$ cat config.mk
export PLATFORM = sky130hd
export DESIGN_NAME = bit_plane_serializer
export DESIGN_NICKNAME = d
export VERILOG_FILES = /design/src/rtl/smac_pkg.sv /design/src/rtl/bit_plane_serializer.sv
export SDC_FILE = /design/constraint.sdc
export NUM_CORES = 1
export LEC_CHECK = 0
export BUFFER_PORTS_ARGS = -buffer_cell sky130_fd_sc_hd__buf_4
export CAP_MARGIN = 0
export CELL_PAD_IN_SITES_DETAIL_PLACEMENT = 1
export CELL_PAD_IN_SITES_GLOBAL_PLACEMENT = 1
export CORE_MARGIN = 2
export CORE_UTILIZATION = 41
export CTS_CLUSTER_DIAMETER = 50
export DETAILED_ROUTE_END_ITERATION = 8
export PLACE_DENSITY_LB_ADDON = 0.05
export SETUP_SLACK_MARGIN = 0.15
export SKIP_LAST_GASP = 1
export SYNTH_ARGS = -nofsm -noshare
export SYNTH_HDL_FRONTEND = slang
export SYNTH_SLANG_ARGS = --single-unit
$ cat constraint.sdc
create_clock -name clk -period 2.8 [get_ports clk]
set_clock_uncertainty 0.1 [all_clocks]
set_input_delay 0.14 -clock clk [delete_from_list [all_inputs] [get_ports clk]]
set_output_delay 0.14 -clock clk [all_outputs]
set_load 0.05 [all_outputs]
$ cat src/rtl/smac_pkg.sv
// Shared definitions for the SMAC (serial multiply-accumulate) blocks:
// default lane/word geometry, the serializer FSM state type and a small
// helper for sizing column counters.
package smac_pkg;

    // Default number of lanes (words per block, column width)
    localparam int SMAC_M = 16;

    // Default word width in bits (columns per block)
    localparam int SMAC_N = 8;

    // Serializer FSM states
    typedef enum logic [0:0] {
        IDLE  = 1'b0,
        SHIFT = 1'b1
    } smac_state_t;

    // Width of a column-index counter for n columns; never less than one bit
    // so a single-column configuration still has a legal register.
    function automatic int cnt_width(input int n);
        return (n > 1) ? $clog2(n) : 1;
    endfunction

endpackage

$ cat src/rtl/bit_plane_serializer.sv
// Bit-plane serializer: captures a block of M signed N-bit words and emits it
// as N bit columns, sign column first, down to bit 0. Each column carries bit
// j of every word, one lane per word, so a downstream shift-accumulate with a
// popcount per column rebuilds the sum of the words.
module bit_plane_serializer
    import smac_pkg::*;
#(
    parameter int M = SMAC_M,
    parameter int N = SMAC_N
) (
    input  logic           clk,
    input  logic           rst_n,
    input  logic           blk_valid,
    output logic           blk_ready,
    input  logic [M*N-1:0] blk_data,
    output logic           col_valid,
    input  logic           col_ready,
    output logic [M-1:0]   col_data,
    output logic           col_msb,
    output logic           col_last
);

    localparam int            CW       = cnt_width(N);
    localparam logic [CW-1:0] CNT_TOP  = CW'(N - 1);
    localparam logic [CW-1:0] CNT_ZERO = {CW{1'b0}};
    localparam logic [CW-1:0] CNT_ONE  = CW'(1);

    smac_state_t         state_r;
    smac_state_t         state_next_s;
    logic [M-1:0][N-1:0] hold_r;
    logic [CW-1:0]       cnt_r;
    logic                accept_s;
    logic                xfer_s;
    logic                at_last_s;
    logic                at_msb_s;

    // Column position flags and handshake qualifiers
    assign at_last_s = (cnt_r == CNT_ZERO);
    assign at_msb_s  = (cnt_r == CNT_TOP);
    assign xfer_s    = col_valid && col_ready;
    assign accept_s  = blk_valid && blk_ready;

    // FSM state register; reset discards any block in flight
    always_ff @(posedge clk) begin
        if (!rst_n) begin
            state_r <= IDLE;
        end else begin
            state_r <= state_next_s;
        end
    end

    // FSM next-state: stay in SHIFT across a last-column transfer that
    // coincides with a new block so blocks stream without a bubble
    always_comb begin
        state_next_s = state_r;
        case (state_r)
            IDLE: begin
                if (accept_s) begin
                    state_next_s = SHIFT;
                end else begin
                    state_next_s = IDLE;
                end
            end
            SHIFT: begin
                if (xfer_s && at_last_s && !accept_s) begin
                    state_next_s = IDLE;
                end else begin
                    state_next_s = SHIFT;
                end
            end
            default: begin
                state_next_s = IDLE;
            end
        endcase
    end

    // FSM outputs: column mux on the holding register, flags from the counter;
    // everything is quiet in IDLE and blk_ready is held low during reset
    always_comb begin
        col_valid = 1'b0;
        col_msb   = 1'b0;
        col_last  = 1'b0;
        col_data  = {M{1'b0}};
        blk_ready = 1'b0;
        case (state_r)
            IDLE: begin
                blk_ready = rst_n;
            end
            SHIFT: begin
                col_valid = 1'b1;
                col_msb   = at_msb_s;
                col_last  = at_last_s;
                blk_ready = rst_n && at_last_s && col_ready;
                for (int i = 0; i < M; i++) begin
                    col_data[i] = hold_r[i][cnt_r];
                end
            end
            default: begin
                blk_ready = 1'b0;
            end
        endcase
    end

    // Holding register: captures the whole block on acceptance
    always_ff @(posedge clk) begin
        if (!rst_n) begin
            hold_r <= '0;
        end else if (accept_s) begin
            hold_r <= blk_data;
        end else begin
            hold_r <= hold_r;
        end
    end

    // Column index: loads the sign column on acceptance, steps down on each
    // transfer and parks at zero instead of wrapping
    always_ff @(posedge clk) begin
        if (!rst_n) begin
            cnt_r <= CNT_ZERO;
        end else if (accept_s) begin
            cnt_r <= CNT_TOP;
        end else if (xfer_s && !at_last_s) begin
            cnt_r <= cnt_r - CNT_ONE;
        end else begin
            cnt_r <= cnt_r;
        end
    end

endmodule

==> results of run 1 <==
[cell families after synthesis]
kind of cell             Yosys count  synth area share [%]
flip-flops                       132                  40.8
AO/OA/AOI/OAI                    166                  20.8
AND/OR/NAND/NOR                  269                  19.6
buffers and inverters             61                  7.42
multiplexers                      49                  10.7
XOR/XNOR                           1                 0.135
adder cells (fa/ha/maj)            3                 0.579
[sequential cells by signal, indices dropped and copies added (netlist names)]
name / cells
hold_r: 128
state_r: 1
cnt_r: 3
[critical path, delay by kind of cell (launching register included)]
family | cells | cell delay [ps]
AND/OR/NAND/NOR | 1 | 200
buffers and inverters | 3 | 770
flip-flops | 1 | 540
AO/OA/AOI/OAI | 2 | 260
[routing by layer]
layer  GRT usage, %  routed length, µm  vias up
li1               -                  -     2837
met1           27.1               8150     2792
met2           44.8              10500      135
met3           5.82                773       37
met4           8.54                415        0
met5              0                  0        -
[power by group through the flow]
stage               logic, mW  clock network (mW)  registers, mW
global route             1.25                2.60           2.13
global placement        0.981                   0           2.15
CTS                      1.16                2.51           2.12
floorplan               0.715                   0           2.13
detailed placement       1.00                   0           2.15
finish                   1.16                2.48           2.12
[final timing paths]
check | end | slack (ps) | depth (start not counted)
max | col_data[13] | 360 | 6
min | state_r | 50 | 4
max reg2reg | hold_r[41] | 650 | 7
min reg2reg | hold_r[66] | 350 | 2
[timing repair]
action,in CTS,in global routing
setup endpoints to repair,0,2
endpoints found under the hold margin,129,0
hold buffers,129,0
resized for setup,0,1
setup buffers,0,0
[cells in the final DEF, fill, tap and decap left out, drive strengths merged]
cell type	count
and3	1
mux4	16
nand2	258
diode	1
dlygate4sd3	129
mux2i	33
a21boi	1
inv	5
a21oi	2
nand3	1
nand3b	1
a211oi	1
o211a	16
and2	2
bufinv	5
xnor2	1
ha	3
o21ai	128
clkinvlp	2
clkinv	5
clkbuf	17
nor3	1
a22oi	16
buf	167
nor2	1
dfxtp	132
a21o	2
nor2b	4
[final cells by class]
type | count | area (µm²) | area share [%]
flip-flops and latches | 132 | 2650 | 27.7
multi-input cells | 488 | 3360 | 35.2
clock buffers | 17 | 425 | 4.46
clock inverters | 15 | 228 | 2.39
diodes | 1 | 2.50 | 0.0262
repair buffers | 296 | 2610 | 27.4
inverters | 2 | 7.51 | 0.0787
well taps | 211 | 264 | 2.77
[Yosys cell counts, types with 2 or more instances]
cell      number
nand2_1      168
dfxtp_1      132
o21ai_2      100
nand2_2       90
mux2i_1       33
clkbuf_1      20
o21ai_1       18
a22oi_1       16
mux4_2        16
o211a_1       16
clkbuf_2      12
buf_12        10
o21ai_0       10
buf_2          8
buf_6          6
nor2b_1        4
ha_1           3
a21o_1         2
and2_1         2
buf_4          2
inv_1          2
[metrics by stage]
stage                     total power [mW]  cell area [µm²]  utilization (%)  cells
after floorplan                       2.85             6480                -    681
after global placement                3.13             7590             49.6   1000
after detailed placement              3.16             7590             49.6   1000
after CTS                             5.79             9540             62.3   1161
after global routing                  5.98             9540             62.3   1162
final                                 5.76             9540             62.3   1162
==> impl_metrics.csv, run 1 <==
group,metric,value,unit
power_and_ir_drop,swShare,27.3,%
timing,maxSlewHeadroom,56.9,%
placed_design,io_buffers,151,
power_and_ir_drop,p_sw,1.57,mW
logic_synthesis,synthArstFlopShare,0,%
cts,cts.root.buffer_cell,"clkbuf_16",
logic_synthesis,synth.net_count,816,
logic_synthesis,synth_top_flop_cell,"dfxtp_1",
timing,fin_crit_sh,87.1,%
logic_synthesis,syn_area_per_cell,9.51,µm²
logic_synthesis,synth-edff-count,0,
floorplanning,coreArea,15300,µm²
drt,routed_wl,19800,µm
cts,cts_buffer_depth,2,
drt,drt_iter0_drc,226,
timing,fmax,410,MHz
power_and_ir_drop,p_int,4.18,mW
grt,grt_pass1_wl,31400,µm
floorplanning,dieArea,16800,µm²
timing,final_hold_viol_count,0,
worst_setup_path,start_kind,"flip-flop",
drt,vias,5801,
power_and_ir_drop,vdd_drop_max,457,µV
grt,grt_max_degree,63,
logic_synthesis,seq_area_frac_synth,40.8,%
status,status,"finished clean",
logic_synthesis,ys_ff_latch,132,
drt,wl_per_cell,17.1,µm
logic_synthesis,ys_types,32,
hold_path,holdCritPathClass,"in -> reg",
logic_synthesis,yosysWarnings,0,
logic_synthesis,synth_area,6480,µm²
worst_setup_path,worstPathArrival,2200,ps
power_and_ir_drop,combPwrFrac,20.2,%
power_and_ir_drop,p_per_area,603,nW/µm²
worst_setup_path,cp_max_fo,17,
floorplanning,rows,45,
worst_setup_path,worstPathCellList,"buf_4 > and2_1 > buf_4 > a22oi_1 > o211a_1 > buf_4",
cts,cts_made_buffers,17,
timing,finalSetupTns,0,ps
worst_setup_path,cpMostUsedCell,"buf_4",
hold_path,hold_start,"col_ready",
timing,rsz0062_at_grt,"no",
layout,final_nets,1072,
power_and_ir_drop,p_clk_share,43.1,%
worst_setup_path,crit_slowest_cell,"dfxtp_1",
worst_setup_path,required,2560,ps
worst_setup_path,end_kind,"output pin",
worst_setup_path,cp_slowest_stage_delay,540,ps
floorplanning,die_w,130,µm
worst_setup_path,crit_type,"reg -> out",
logic_synthesis,yosys.area.top_type,"dfxtp_1",
layout,syn2layout_area_growth,47.3,%
timing,setup_ws,362,ps
power_and_ir_drop,power_frac_seq,36.8,%
drt,antenna_left,0,
drt,drc,0,
logic_synthesis,synth_cells,681,
floorplanning,die_h,130,µm
floorplanning,initial_core_util,42.3,%
power_and_ir_drop,cellLeakagePower,4.06,nW
logic_synthesis,synth_top_area_share,40.8,%
worst_setup_path,reg2reg_from,"cnt_r[0]",
placed_design,dp_hpwl,11200,µm
grt,first_global_vias,6285,
timing,whs,46.5,ps
timing,finalSetupViolCount,0,
cts,clock_latency,420,ps
drt,drt_first_pass_iters,4,
placed_design,gp_congestion,0.768,
grt,grt_antenna_before_repair,1,
floorplanning,ios,152,
timing,min_period,2440,ps
placed_design,dp_slack,679,ps
timing,drv_slew,0,
logic_synthesis,synthTopCellsByArea,"dfxtp_1 (41%), o21ai_2 (14%), nand2_1 (9.7%)",
grt,grt.overflow.total,0,
worst_setup_path,startpoint,"cnt_r[2]",
drt,viasPerCell,4.99,
timing,worst_pin_slew,647,ps
cts,htreeDepth,4,
cts,cts_sinks,132,
cts,cts_tree,"done",
grt,grt.total_usage,24.2,%
layout,fill_cells,1698,
cts,clk_pin_slew,50,ps
layout,drive_gt1_share,43.2,%
job,max_cap_violations,0,
No activity file was read; power rests on OpenSTA's default activity.
==> run 2: changes to the inputs <==
--- a/config.mk
+++ b/config.mk
@@ -5,14 +5,16 @@
 export SDC_FILE = /design/constraint.sdc
 export NUM_CORES = 1
 export LEC_CHECK = 0
+export ABC_AREA = 1
 export BUFFER_PORTS_ARGS = -buffer_cell sky130_fd_sc_hd__buf_4
 export CAP_MARGIN = 0
 export CELL_PAD_IN_SITES_DETAIL_PLACEMENT = 1
 export CELL_PAD_IN_SITES_GLOBAL_PLACEMENT = 1
 export CORE_MARGIN = 2
-export CORE_UTILIZATION = 41
+export CORE_UTILIZATION = 37
 export CTS_CLUSTER_DIAMETER = 50
 export DETAILED_ROUTE_END_ITERATION = 8
+export GPL_ROUTABILITY_DRIVEN = 1
 export PLACE_DENSITY_LB_ADDON = 0.05
 export SETUP_SLACK_MARGIN = 0.15
 export SKIP_LAST_GASP = 1
==> run 2 against run 1 <==
  * Worst hold slack improved by 39 ps
  * Global-route usage increased by 2.3 points
  * Register-to-register slack improved by 60 ps
  * Largest cell class unchanged
  * Largest power group unchanged
  * Highest routed layer unchanged
==> impl_metrics.csv, run 2 <==
group,metric,value,unit
placed_design,gp_congestion,0.799,
cts,clk_pin_slew,60,ps
drt,viasPerCell,5.21,
worst_setup_path,crit_buf_inv,2,
cts,cts.root.buffer_cell,"clkbuf_16",
grt,grt.overflow.total,0,
timing,maxSlewHeadroom,46.1,%
timing,fmax,405,MHz
drt,routed_wl,22900,µm
logic_synthesis,seq_area_frac_synth,44.0,%
timing,final_hold_viol_count,0,
layout,syn2layout_area_growth,51.1,%
power_and_ir_drop,vdd_drop_max,481,µV
grt,first_global_vias,7488,
logic_synthesis,yosysWarnings,0,
logic_synthesis,ys_ff_latch,132,
drt,wl_per_cell,17.2,µm
logic_synthesis,syn_area_per_cell,6.88,µm²
cts,clock_latency,420,ps
grt,grt_pass1_wl,37300,µm
layout,largest_register_ffs,128,
worst_setup_path,cp_max_fo,66,
worst_setup_path,end_kind,"output pin",
timing,finalSetupTns,0,ps
cts,cts_buffer_depth,2,
layout,fill_cells,2018,
drt,antenna_left,0,
layout,final_nets,1240,
worst_setup_path,worstPathCellList,"buf_4 > o21ai_0 > o21ai_0 > nand2_1 > nand2_1 > buf_4",
logic_synthesis,synth_top_area_share,44.0,%
floorplanning,dieArea,17300,µm²
worst_setup_path,worstPathArrival,2230,ps
logic_synthesis,synth-edff-count,0,
floorplanning,initial_core_util,37.8,%
worst_setup_path,required,2560,ps
timing,rsz0062_at_grt,"no",
power_and_ir_drop,cellLeakagePower,4.34,nW
logic_synthesis,synth_top_flop_cell,"dfxtp_1",
cts,htreeDepth,4,
layout,final_cell_mix,"nand3_1 (260), nand2_1 (188), buf_4 (158)",
drt,drc,0,
logic_synthesis,synth.most_common_cell,"nand3_1",
logic_synthesis,yosys.area.top_type,"dfxtp_1",
floorplanning,rows,46,
worst_setup_path,crit_type,"reg -> out",
grt,grt_antenna_before_repair,2,
logic_synthesis,ys_types,19,
logic_synthesis,synthTopCellsByArea,"dfxtp_1 (44%), nand3_1 (22%), nand2_1 (12%)",
floorplanning,ios,152,
job,max_cap_violations,0,
hold_path,holdCritPathClass,"in -> reg",
grt,grt.total_usage,26.5,%
logic_synthesis,synthArstFlopShare,0,%
grt,grt_max_degree,132,
logic_synthesis,synth_cells,874,
placed_design,dp_hpwl,12300,µm
layout,top_regs,"hold_r (128), cnt_r (3), state_r (1)",
drt,vias,6964,
drt,drt_iter0_drc,461,
worst_setup_path,cp_slowest_stage_delay,600,ps
placed_design,place_area,7190,µm²
timing,fin_crit_sh,88.2,%
layout,drive_gt1_share,18.0,%
layout,seq_area,2650,µm²
worst_setup_path,crit_slowest_cell,"buf_4",
floorplanning,coreArea,15900,µm²
timing,worst_pin_slew,808,ps
timing,min_period,2470,ps
timing,drv_slew,0,
cts,cts_sinks,132,
logic_synthesis,synth.net_count,1009,
layout,stdcell_area,9080,µm²
worst_setup_path,r2r_setup_slack,710,ps
floorplanning,die_w,131,µm
timing,finalSetupViolCount,0,
layout,multi_input_area,2960,µm²
power_and_ir_drop,p_per_area,613,nW/µm²
cts,cts_made_buffers,17,
logic_synthesis,synth_area,6010,µm²
worst_setup_path,critPathTopFamily,"buffers and inverters",
timing,whs,85.4,ps
layout,regMostFlops,"hold_r",
status,status,"finished clean",
drt,drt_first_pass_iters,5,
cts,cts_tree,"done",
logic_synthesis,yosys-top-cells-count,"nand3_1 (260), nand2_1 (188), dfxtp_1 (132)",
layout,layout_commonest_cell,"nand3_1",
placed_design,io_buffers,151,
worst_setup_path,start_kind,"flip-flop",
floorplanning,die_h,131,µm
run 2: cell count changes in the layout (fill, tap and decap cells not counted), sizes merged, moves of 16 or more:
cell | previous run | this run
nand3 | 1 | 262
nor2 | 1 | 99
o21ai | 128 | 97
mux2i | 33 | 0
o211a | 16 | 0
mux4 | 16 | 0
a22oi | 16 | 0
nand2 | 258 | 188
run 2: final timing paths:
path / start / to / depth (start not counted)
setup reg to reg: cnt_r[1] / hold_r[59] / 8
hold / removal: blk_valid / hold_r[32] / 3
setup / recovery: cnt_r[1] / col_data[12] / 6
hold reg to reg: hold_r[98] / hold_r[98] / 2
run 2: final cells by class:
type / instances / area share (%)
flip-flops and latches: 132 / 29.1
diodes: 2 / 0.0551
clock buffers: 22 / 5.11
clock inverters: 10 / 1.43
inverters: 10 / 0.413
repair buffers: 292 / 28.3
well taps: 216 / 2.98
multi-input cells: 652 / 32.6
run 2: what timing repair did:
item / CTS / global route
hold buffers: 129 / 0
hold endpoints to repair: 129 / 0
setup buffers: 0 / 0
resized for setup: 0 / 1
endpoints found under the setup margin: 0 / 3
run 2: logic make-up (layout without fill, tap and decap cells):
family | after synthesis | count (layout) | share of synthesized area, %
AND/OR/NAND/NOR | 550 | 550 | 40.0
flip-flops | 132 | 132 | 44.0
AO/OA/AOI/OAI | 99 | 99 | 8.31
buffers and inverters | 90 | 334 | 7.10
adder cells (fa/ha/maj) | 3 | 3 | 0.625
other | 0 | 2 | 0
run 2: worst min-delay path, delay by kind of cell:
family,cells,cell delay (ps)
AND/OR/NAND/NOR,2,180
buffers and inverters,1,230
run 2: per-stage QoR:
step	setup slack, ps	std cells	utilization (%)	total power, mW
finish	332	1336	57.2	5.57
global route	183	1336	57.2	5.83
CTS	277	1334	57.1	5.59
detailed placement	731	1173	45.2	3.19
global placement	790	1173	45.2	3.16
floorplan	843	874	-	2.81
run 2: power breakdown:
part           leakage [nW]  internal (mW)  switching [mW]
clock network         0.290           1.44           0.805
registers              1.09           2.03          0.0817
logic                  2.97          0.491           0.716
run 2: routing by layer:
metal	part of all wire (%)	GRT usage, %	wire [µm]
met1	42	30.9	9580
met2	52	48.3	12000
met3	4.0	5.67	912
met4	1.8	8.64	410
met5	0	0	0
==> run 3: changes to the inputs <==
--- a/config.mk
+++ b/config.mk
@@ -10,8 +10,8 @@
 export CAP_MARGIN = 0
 export CELL_PAD_IN_SITES_DETAIL_PLACEMENT = 1
 export CELL_PAD_IN_SITES_GLOBAL_PLACEMENT = 1
-export CORE_MARGIN = 2
-export CORE_UTILIZATION = 37
+export CORE_MARGIN = 3
+export CORE_UTILIZATION = 34
 export CTS_CLUSTER_DIAMETER = 50
 export DETAILED_ROUTE_END_ITERATION = 8
 export GPL_ROUTABILITY_DRIVEN = 1
==> constraint.sdc (replaced) <==
create_clock -name clk -period 2.2 [get_ports clk]
set_clock_uncertainty 0.1 [all_clocks]
set_input_delay 0.11 -clock clk [delete_from_list [all_inputs] [get_ports clk]]
set_output_delay 0.11 -clock clk [all_outputs]
set_load 0.05 [all_outputs]
==> run 3 against run 2 <==
  * Die area grew 12%
  * Cell count grew 1.5%
  * Combinational power grew 45%
==> impl_metrics.csv, run 3 (synthesized netlist as in run 2, its figures left out) <==
group,metric,value,unit
status,status,"finished clean",
timing,rsz0062_at_grt,"yes",
worst_setup_path,reg2reg_from,"cnt_r[0]",
timing,final_hold_viol_count,0,
worst_setup_path,worstPathArrival,1790,ps
timing,fin_crit_sh,90.8,%
worst_setup_path,critPathTopFamily,"buffers and inverters",
layout,final_nets,1259,
worst_setup_path,crit_buf_inv,3,
layout,top_regs,"hold_r (128), cnt_r (3), state_r (1)",
power_and_ir_drop,cellLeakagePower,4.51,nW
floorplanning,rows,47,
cts,cts.root.buffer_cell,"clkbuf_16",
worst_setup_path,start_kind,"flip-flop",
worst_setup_path,cp_max_fo,33,
timing,drv_slew,0,
layout,fill_cells,2107,
drt,vias,7088,
cts,cts_tree,"done",
timing,finalSetupViolCount,0,
hold_path,min_path_cells,3,
drt,routed_wl,25600,µm
floorplanning,initial_core_util,35.5,%
worst_setup_path,end_kind,"output pin",
drt,antenna_left,0,
worst_setup_path,required,1990,ps
cts,cts_made_buffers,17,
timing,worst_pin_slew,1020,ps
placed_design,dp_hpwl,12800,µm
worst_setup_path,r2r-end,"hold_r[31]",
power_and_ir_drop,vdd_drop_max,523,µV
cts,clock_latency,410,ps
layout,stdcell_area,9460,µm²
worst_setup_path,crit_type,"reg -> out",
floorplanning,die_h,139,µm
hold_path,whs_endpoint,"hold_r[44]",
worst_setup_path,r2r_setup_slack,260,ps
hold_path,holdCritPathClass,"in -> reg",
grt,grt.total_usage,24.4,%
layout,largest_register_ffs,128,
placed_design,place_area,7230,µm²
worst_setup_path,crit_slowest_cell,"dfxtp_4",
layout,drive_gt1_share,19.9,%
cts,clk_pin_slew,60,ps
timing,fmax,501,MHz
cts,cts_buffer_depth,2,
grt,grt.overflow.total,0,
layout,final_cells,1356,
grt,grt_pass1_wl,38600,µm
timing,min_period,2000,ps
floorplanning,die_w,139,µm
floorplanning,coreArea,16900,µm²
job,max_cap_violations,0,
drt,drc,0,
drt,drt_first_pass_iters,4,
timing,maxSlewHeadroom,32.0,%
hold_path,hold_start,"blk_valid",
layout,multi_input_area,2980,µm²
worst_setup_path,reg2reg_depth,8,
placed_design,gp_congestion,0.771,
layout,regMostFlops,"hold_r",
floorplanning,ios,152,
drt,drt_iter0_drc,363,
layout,syn2layout_area_growth,57.3,%
grt,first_global_vias,7512,
worst_setup_path,worstPathCellList,"inv_4 > clkbuf_16 > o21ai_0 > o21ai_0 > nand2_1 > nand2_1 > buf_4",
timing,whs,66.6,ps
power_and_ir_drop,p_per_area,776,nW/µm²
grt,grt_max_degree,100,
drt,wl_per_cell,18.8,µm
layout,seq_area,2650,µm²
timing,finalSetupTns,0,ps
drt,viasPerCell,5.23,
cts,cts_sinks,132,
placed_design,io_buffers,151,
layout,antennaDiodeCount,0,
floorplanning,dieArea,19300,µm²
cts,htreeDepth,4,
worst_setup_path,cp_slowest_stage_delay,430,ps
placed_design,dp_cells,1179,
layout,layout_commonest_cell,"nand3_1",
layout,final_cell_mix,"nand3_1 (260), nand2_1 (188), buf_4 (160)",
grt,grt_antenna_before_repair,0,
[run 3: cell type report]
| type | instances | area share (%) |
|---|---|---|
| multi-input combinational | 653 | 31.5 |
| sequential | 132 | 28.0 |
| clock buffer | 18 | 4.64 |
| timing repair buffer | 310 | 30.9 |
| clock inverter | 13 | 1.67 |
| tap | 220 | 2.91 |
| inverter | 10 | 0.423 |
[run 3: worst max path at each step]
stage / startpoint / to / cells after the start
after floorplan: state_r / col_data[10] / 5
after global placement: cnt_r[0] / hold_r[39] / 8
after detailed placement: cnt_r[1] / hold_r[41] / 8
after CTS: cnt_r[0] / col_data[14] / 6
after global routing: cnt_r[0] / col_data[15] / 8
final: cnt_r[0] / col_data[3] / 7
[run 3: power breakdown]
part / internal, mW / switching [mW] / leakage [nW]
Sequential: 2.59 / 0.116 / 1.09
Combinational: 0.757 / 1.00 / 3.14
Clock: 1.80 / 1.08 / 0.284
[run 3: layer usage]
metal	wire length (µm)	part of all wire (%)	global-route usage, %
met1	11000	43	30.4
met2	13000	51	43.0
met3	1180	4.6	5.00
met4	424	1.7	6.69
met5	0	0	0
[run 3: metrics by stage]
step | total power, mW | worst slack [ps] | utilization [%]
after floorplan | 3.57 | 273 | -
after global placement | 4.03 | 311 | 42.7
after detailed placement | 4.08 | 254 | 42.7
after CTS | 7.26 | 164 | 54.6
after global routing | 7.72 | 115 | 55.8
final | 7.34 | 202 | 55.8
[run 3: worst reg2reg max path: cells and delay by family (launching register included)]
| family | cells | cell delay, ps |
|---|---|---|
| and+or+nand+nor | 5 | 750 |
| adders and majority gates | 1 | 210 |
| buffers and inverters | 2 | 370 |
| DFF | 1 | 390 |
[run 3: timing repair]
item	4_1_cts	5_1_grt
hold buffers	129	0
endpoints found under the hold margin	129	0
gates cloned	3	6
setup buffers	1	7
resized for setup	8	21
setup endpoints to repair	18	124
pin swaps	1	2
